File: config.mk
export PLATFORM = sky130hd
export DESIGN_NAME = pipelined_multiplier
export DESIGN_NICKNAME = d
export VERILOG_FILES = /design/src/rtl/pipelined_multiplier.sv
export SDC_FILE = /design/constraint.sdc
export NUM_CORES = 1
export LEC_CHECK = 0
export CORE_UTILIZATION = 60
export DETAILED_ROUTE_END_ITERATION = 10
export DONT_BUFFER_PORTS = 1
export PLACE_DENSITY = 0.79
export REMOVE_ABC_BUFFERS = 1
export SLEW_MARGIN = 20
export SYNTH_ARGS = -nofsm -noshare
export SYNTH_HDL_FRONTEND = slang
export SYNTH_SLANG_ARGS = --single-unit
export TNS_END_PERCENT = 30
File: constraint.sdc
create_clock -name clk -period 3.5 [get_ports clk]
set_clock_uncertainty 0.15 [all_clocks]
set_input_delay 0.7 -clock clk [delete_from_list [all_inputs] [get_ports clk]]
set_output_delay 0.7 -clock clk [all_outputs]
set_load 0.03 [all_outputs]
File: src/rtl/pipelined_multiplier.sv
// Pipelined signed/unsigned multiplier with optional accumulate and
// ready/valid flow control on both sides; the output stage owns the accumulator.
module pipelined_multiplier #(
    parameter int WIDTH  = 16,
    parameter int STAGES = 2,
    parameter int GUARD  = 8
) (
    input  logic                       clk,
    input  logic                       rst_n,
    input  logic                       in_valid,
    output logic                       in_ready,
    input  logic [WIDTH-1:0]           a,
    input  logic [WIDTH-1:0]           b,
    input  logic                       signed_mode,
    input  logic                       acc_en,
    input  logic                       acc_clr,
    output logic                       out_valid,
    input  logic                       out_ready,
    output logic [2*WIDTH+GUARD-1:0]   p
);

    localparam int RW = 2*WIDTH + GUARD;

    // Exact product of two WIDTH-bit operands, extended to the result width.
    function automatic logic [RW-1:0] ext_product(
        input logic [WIDTH-1:0] x,
        input logic [WIDTH-1:0] y,
        input logic             sgn
    );
        logic [2*WIDTH-1:0] xe;
        logic [2*WIDTH-1:0] ye;
        logic [2*WIDTH-1:0] pr;
        xe = sgn ? {{WIDTH{x[WIDTH-1]}}, x} : {{WIDTH{1'b0}}, x};
        ye = sgn ? {{WIDTH{y[WIDTH-1]}}, y} : {{WIDTH{1'b0}}, y};
        pr = xe * ye;
        return sgn ? RW'($signed(pr)) : RW'(pr);
    endfunction

    logic            adv_s;
    logic [RW-1:0]   prod_in_s;
    logic            last_vld_s;
    logic [RW-1:0]   last_prod_s;
    logic            last_acc_en_s;
    logic            last_clr_s;

    logic            out_valid_q;
    logic            out_valid_d;
    logic [RW-1:0]   p_q;
    logic [RW-1:0]   p_d;
    logic [RW-1:0]   acc_q;
    logic [RW-1:0]   acc_d;

    assign adv_s     = !out_valid_q || out_ready;
    assign in_ready  = adv_s;
    assign prod_in_s = ext_product(a, b, signed_mode);

    generate
        if (STAGES > 1) begin : g_pipe
            logic            vld_q    [STAGES-1];
            logic [RW-1:0]   prod_q   [STAGES-1];
            logic            acc_en_q [STAGES-1];
            logic            clr_q    [STAGES-1];

            // Product stages ahead of the output stage; payload moves only with a valid beat.
            always_ff @(posedge clk or negedge rst_n) begin
                if (!rst_n) begin
                    for (int i = 0; i < STAGES-1; i++) begin
                        vld_q[i]    <= 1'b0;
                        prod_q[i]   <= '0;
                        acc_en_q[i] <= 1'b0;
                        clr_q[i]    <= 1'b0;
                    end
                end else if (adv_s) begin
                    vld_q[0] <= in_valid;
                    if (in_valid) begin
                        prod_q[0]   <= prod_in_s;
                        acc_en_q[0] <= acc_en;
                        clr_q[0]    <= acc_clr;
                    end
                    for (int i = 1; i < STAGES-1; i++) begin
                        vld_q[i] <= vld_q[i-1];
                        if (vld_q[i-1]) begin
                            prod_q[i]   <= prod_q[i-1];
                            acc_en_q[i] <= acc_en_q[i-1];
                            clr_q[i]    <= clr_q[i-1];
                        end
                    end
                end
            end

            assign last_vld_s    = vld_q[STAGES-2];
            assign last_prod_s   = prod_q[STAGES-2];
            assign last_acc_en_s = acc_en_q[STAGES-2];
            assign last_clr_s    = clr_q[STAGES-2];
        end else begin : g_direct
            assign last_vld_s    = in_valid;
            assign last_prod_s   = prod_in_s;
            assign last_acc_en_s = acc_en;
            assign last_clr_s    = acc_clr;
        end
    endgenerate

    // Output stage next state: accumulator moves only when a beat lands here.
    always_comb begin
        out_valid_d = out_valid_q;
        p_d         = p_q;
        acc_d       = acc_q;
        if (adv_s) begin
            out_valid_d = last_vld_s;
            if (last_vld_s) begin
                if (last_acc_en_s) begin
                    acc_d = (last_clr_s ? {RW{1'b0}} : acc_q) + last_prod_s;
                    p_d   = acc_d;
                end else begin
                    p_d = last_prod_s;
                end
            end else begin
                p_d = p_q;
            end
        end else begin
            out_valid_d = out_valid_q;
        end
    end

    // Output stage and accumulator registers.
    always_ff @(posedge clk or negedge rst_n) begin
        if (!rst_n) begin
            out_valid_q <= 1'b0;
            p_q         <= '0;
            acc_q       <= '0;
        end else begin
            out_valid_q <= out_valid_d;
            p_q         <= p_d;
            acc_q       <= acc_d;
        end
    end

    assign out_valid = out_valid_q;
    assign p         = p_q;

endmodule

==> out/results.txt <==
The run finished, with violations left. The final reports fail on hold timing, setup timing. STA classifies the critical path startpoint as an input pin. The register bit count reported by yosys is 117. Routed signal wires occupy layers up through met4. The detail route stage leaves a number of antenna-violating nets equal to 0.

The H-tree level count came out at 4. The tightest min-delay check is of the input pin to asynchronous set/reset pin type. Data on the critical path is required at its endpoint by 3710 ps. After detailed routing, the total wire length is 49900 um. The final-stage net count is 2800.

After detailed routing, the number of vias per cell comes to 5.66. The die span in x works out to 183 um. The first global-routing pass estimated 81400 um of wire. For the combined global-route utilization of all metal layers, the log shows 30.7%. The number of global-route vias before repair came out at 16300. The final number of hold-violating endpoints was 117. Wire segments on met3 add up to 3280 um in the final route. The setup path with the least slack is of type input pin to flop. The first routing iteration left 1202 violations. The tools report the detailed placement HPWL as 38600 um.

Timing analysis after detailed placement gives a worst setup slack of -4390 ps. The clock drives 117 sinks. The initial antenna violation count is 0.

Measured against its own limit, the worst slew margin works out to 38.4%. Summed over all instances, the cell type with the most area after synthesis is fa_1. The first TritonRoute pass finished after 5 iterations.

The core region is 31900 sq um. The final number of max-transition violations was 0; the maximum operating frequency was 142 MHz. Setup violations remaining at the end of the flow were counted as 27. The remaining design rule violation count was 0; the number of input and output port buffers inserted was 0.

The effective utilization at floorplan is 61.8%, and the number of max-capacitance violations reported is 0. The share of post-route cells with drive strength above 1 came out at 15.8%. In this run the core area contains 65 standard-cell rows. The total routed wire length on the met1 layer was 20900 um; the final clock period utilization by the worst path was 202%. The run gives 24700 um as the routed wire length on met2. The tightest hold margin was -186 ps; the antenna diode count was 0.

Capturing element type of the critical path: a flop. The highest fanout seen on the critical path was 27. Latest clock arrival within the worst-skew pair: 430 ps. Number of top-level pins: 81. In this run the biggest area consumer among cell types represents 33.9% of the synthesized area. The most used flip-flop cell after synthesis is dfrtp_1. Data arrives at the worst endpoint at 7270 ps. The library cells used most frequently in the layout, excluding fill and tap cells, are inv_1, fa_1, nand2_1.

The number of different library cells used by synthesis comes to 56. Setup repair after global routing could not meet its margin everywhere. For the number of vias in the routed layout, the log shows 15300. The root buffer selected by CTS was clkbuf_16.

The share of flip-flops with an asynchronous set or reset was 100%; the floorplan die area was 33500 sq um. Final weighted congestion of routability-driven global placement: 0.938. The smallest clock period supported by the final layout is computed as 7060 ps. The number of buffers inserted during clock tree synthesis is 17, and the clock input transition at the sequential cells of the worst setup and hold paths is 70 ps. TritonCTS built the clock tree. Each instance of the synthesized netlist takes up on average 9.17 sq um. The cell count after synthesis came out at 2147.

Summing every instance area after synthesis gives 19700 sq um. Maximum number of pins on one net before global-route repair: 118. The total overflow left after global routing is 0. Area growth from synthesis to layout: 14.7%. The floorplan step set the die height to 183 um. At the pin with the least slew margin, the transition time is 922 ps. In this run, synthesis inferred 0 flip-flops with an integrated enable. For this run, the number of Yosys warnings is 0.

Fill cells in the final layout number 2285. The library cell used most frequently in the layout, excluding fill and tap cells, is inv_1. Summing the sequential cell areas from Yosys gives 14.9% of the chip area. By area the synthesized netlist is led by fa_1, dfrtp_1, ha_1, inv_1, and2_1. In the final routed layout, each cell accounts on average for 18.4 um. The clock passes through at most 2 buffers. The run gives -3560 ps as the smallest setup slack after layout.
[logic make-up after synthesis]
group           after synthesis  share of synthesized area [%]
xor+xnor                    105                           4.67
simple gates                641                           16.0
mux                          35                           1.86
fa+ha+maj                   501                           44.5
compound gates              297                           9.44
flops                       117                           14.9
buf+inv                     451                           8.60
[Yosys cell counts, types with 12 or more instances]
cell type    n
a21oi_1     79
a21o_1      41
nor2b_1     43
and2_1     177
mux2_2      12
o21ai_0     97
nand2_1    288
mux2i_1     23
xnor2_1     76
and3_1      26
xor2_1      29
nor2_1      49
ha_1       168
dfrtp_1    117
inv_1      359
o21a_1      12
clkbuf_1    89
nand3_1     16
fa_1       333
[stage by stage]
step	util [%]	TNS [ps]	hold slack (ps)	std cells	instance area (sq um)
after floorplan	-	-96750	254	2055	19300
after global placement	66.6	-79730	258	2664	21200
after detailed placement	66.6	-83330	258	2664	21200
final	70.8	-68510	-186	2708	22600
after global routing	70.8	-73820	-197	2708	22600
after CTS	69.5	-67050	-192	2702	22200
[critical path, cell delays in order]
cell and delay, ps:
and3_1 200, fa_1 540, inv_2 60, fa_1 590, inv_2 50, fa_1 530
inv_1 50, fa_1 480, inv_1 50, fa_1 520, fa_1 460, fa_1 490
fa_1 580, ha_4 230, a41oi_2 130, o221a_2 230, a21boi_4 180, o21ai_1 80
and2_1 140, a311o_2 350, a311oi_2 260, and4bb_1 230, o31a_1 130
[registers in the layout (all words and copies together) (netlist names)]
signal and count:
acc_q 40, p 40, g_pipe.prod_q 33, g_pipe.acc_en_q 1
g_pipe.clr_q 1, g_pipe.vld_q 1, out_valid 1
[path summary, 6_finish.rpt]
kind | from | to | slack [ps] | cells past startpoint
max | signed_mode | g_pipe.prod_q[30]$_DFFE_PN0P_ | -3560 | 23
min | rst_n | p[8]$_DFFE_PN0P_ | -190 | 0
max reg2reg | g_pipe.clr_q$_DFFE_PN0P_ | p[34]$_DFFE_PN0P_ | 90 | 13
min reg2reg | acc_q[22]$_DFFE_PN0P_ | acc_q[22]$_DFFE_PN0P_ | 320 | 2
max in group asynchronous | rst_n | acc_q[28]$_DFFE_PN0P_ | 3230 | 0
min in group clk | acc_clr | g_pipe.clr_q$_DFFE_PN0P_ | 280 | 1
[per-layer routing]
layer	GRT usage, %	vias up
met2	53.3	578
li1	-	6933
met1	40.3	7705
met3	4.19	103
met4	8.07	0
met5	0	-
[cell type report]
type	count	area, sq um	share of cell area, %
multi-input combinational	1579	15700	69.7
sequential	117	2930	13.0
timing repair buffer	186	1460	6.44
inverter	359	1350	5.97
tap	435	544	2.41
clock buffer	17	425	1.88
clock inverter	15	145	0.643
[repair_timing]
action,in CTS,in global routing
resized for setup,63,95
endpoints found under the setup margin,30,47
setup buffers,6,7
pin swaps,44,61
endpoints found under the hold margin,117,117
Power is left out: the tool's default activity adds up to more than one toggle a clock period on the data nets, which glitch-free logic cannot reach.
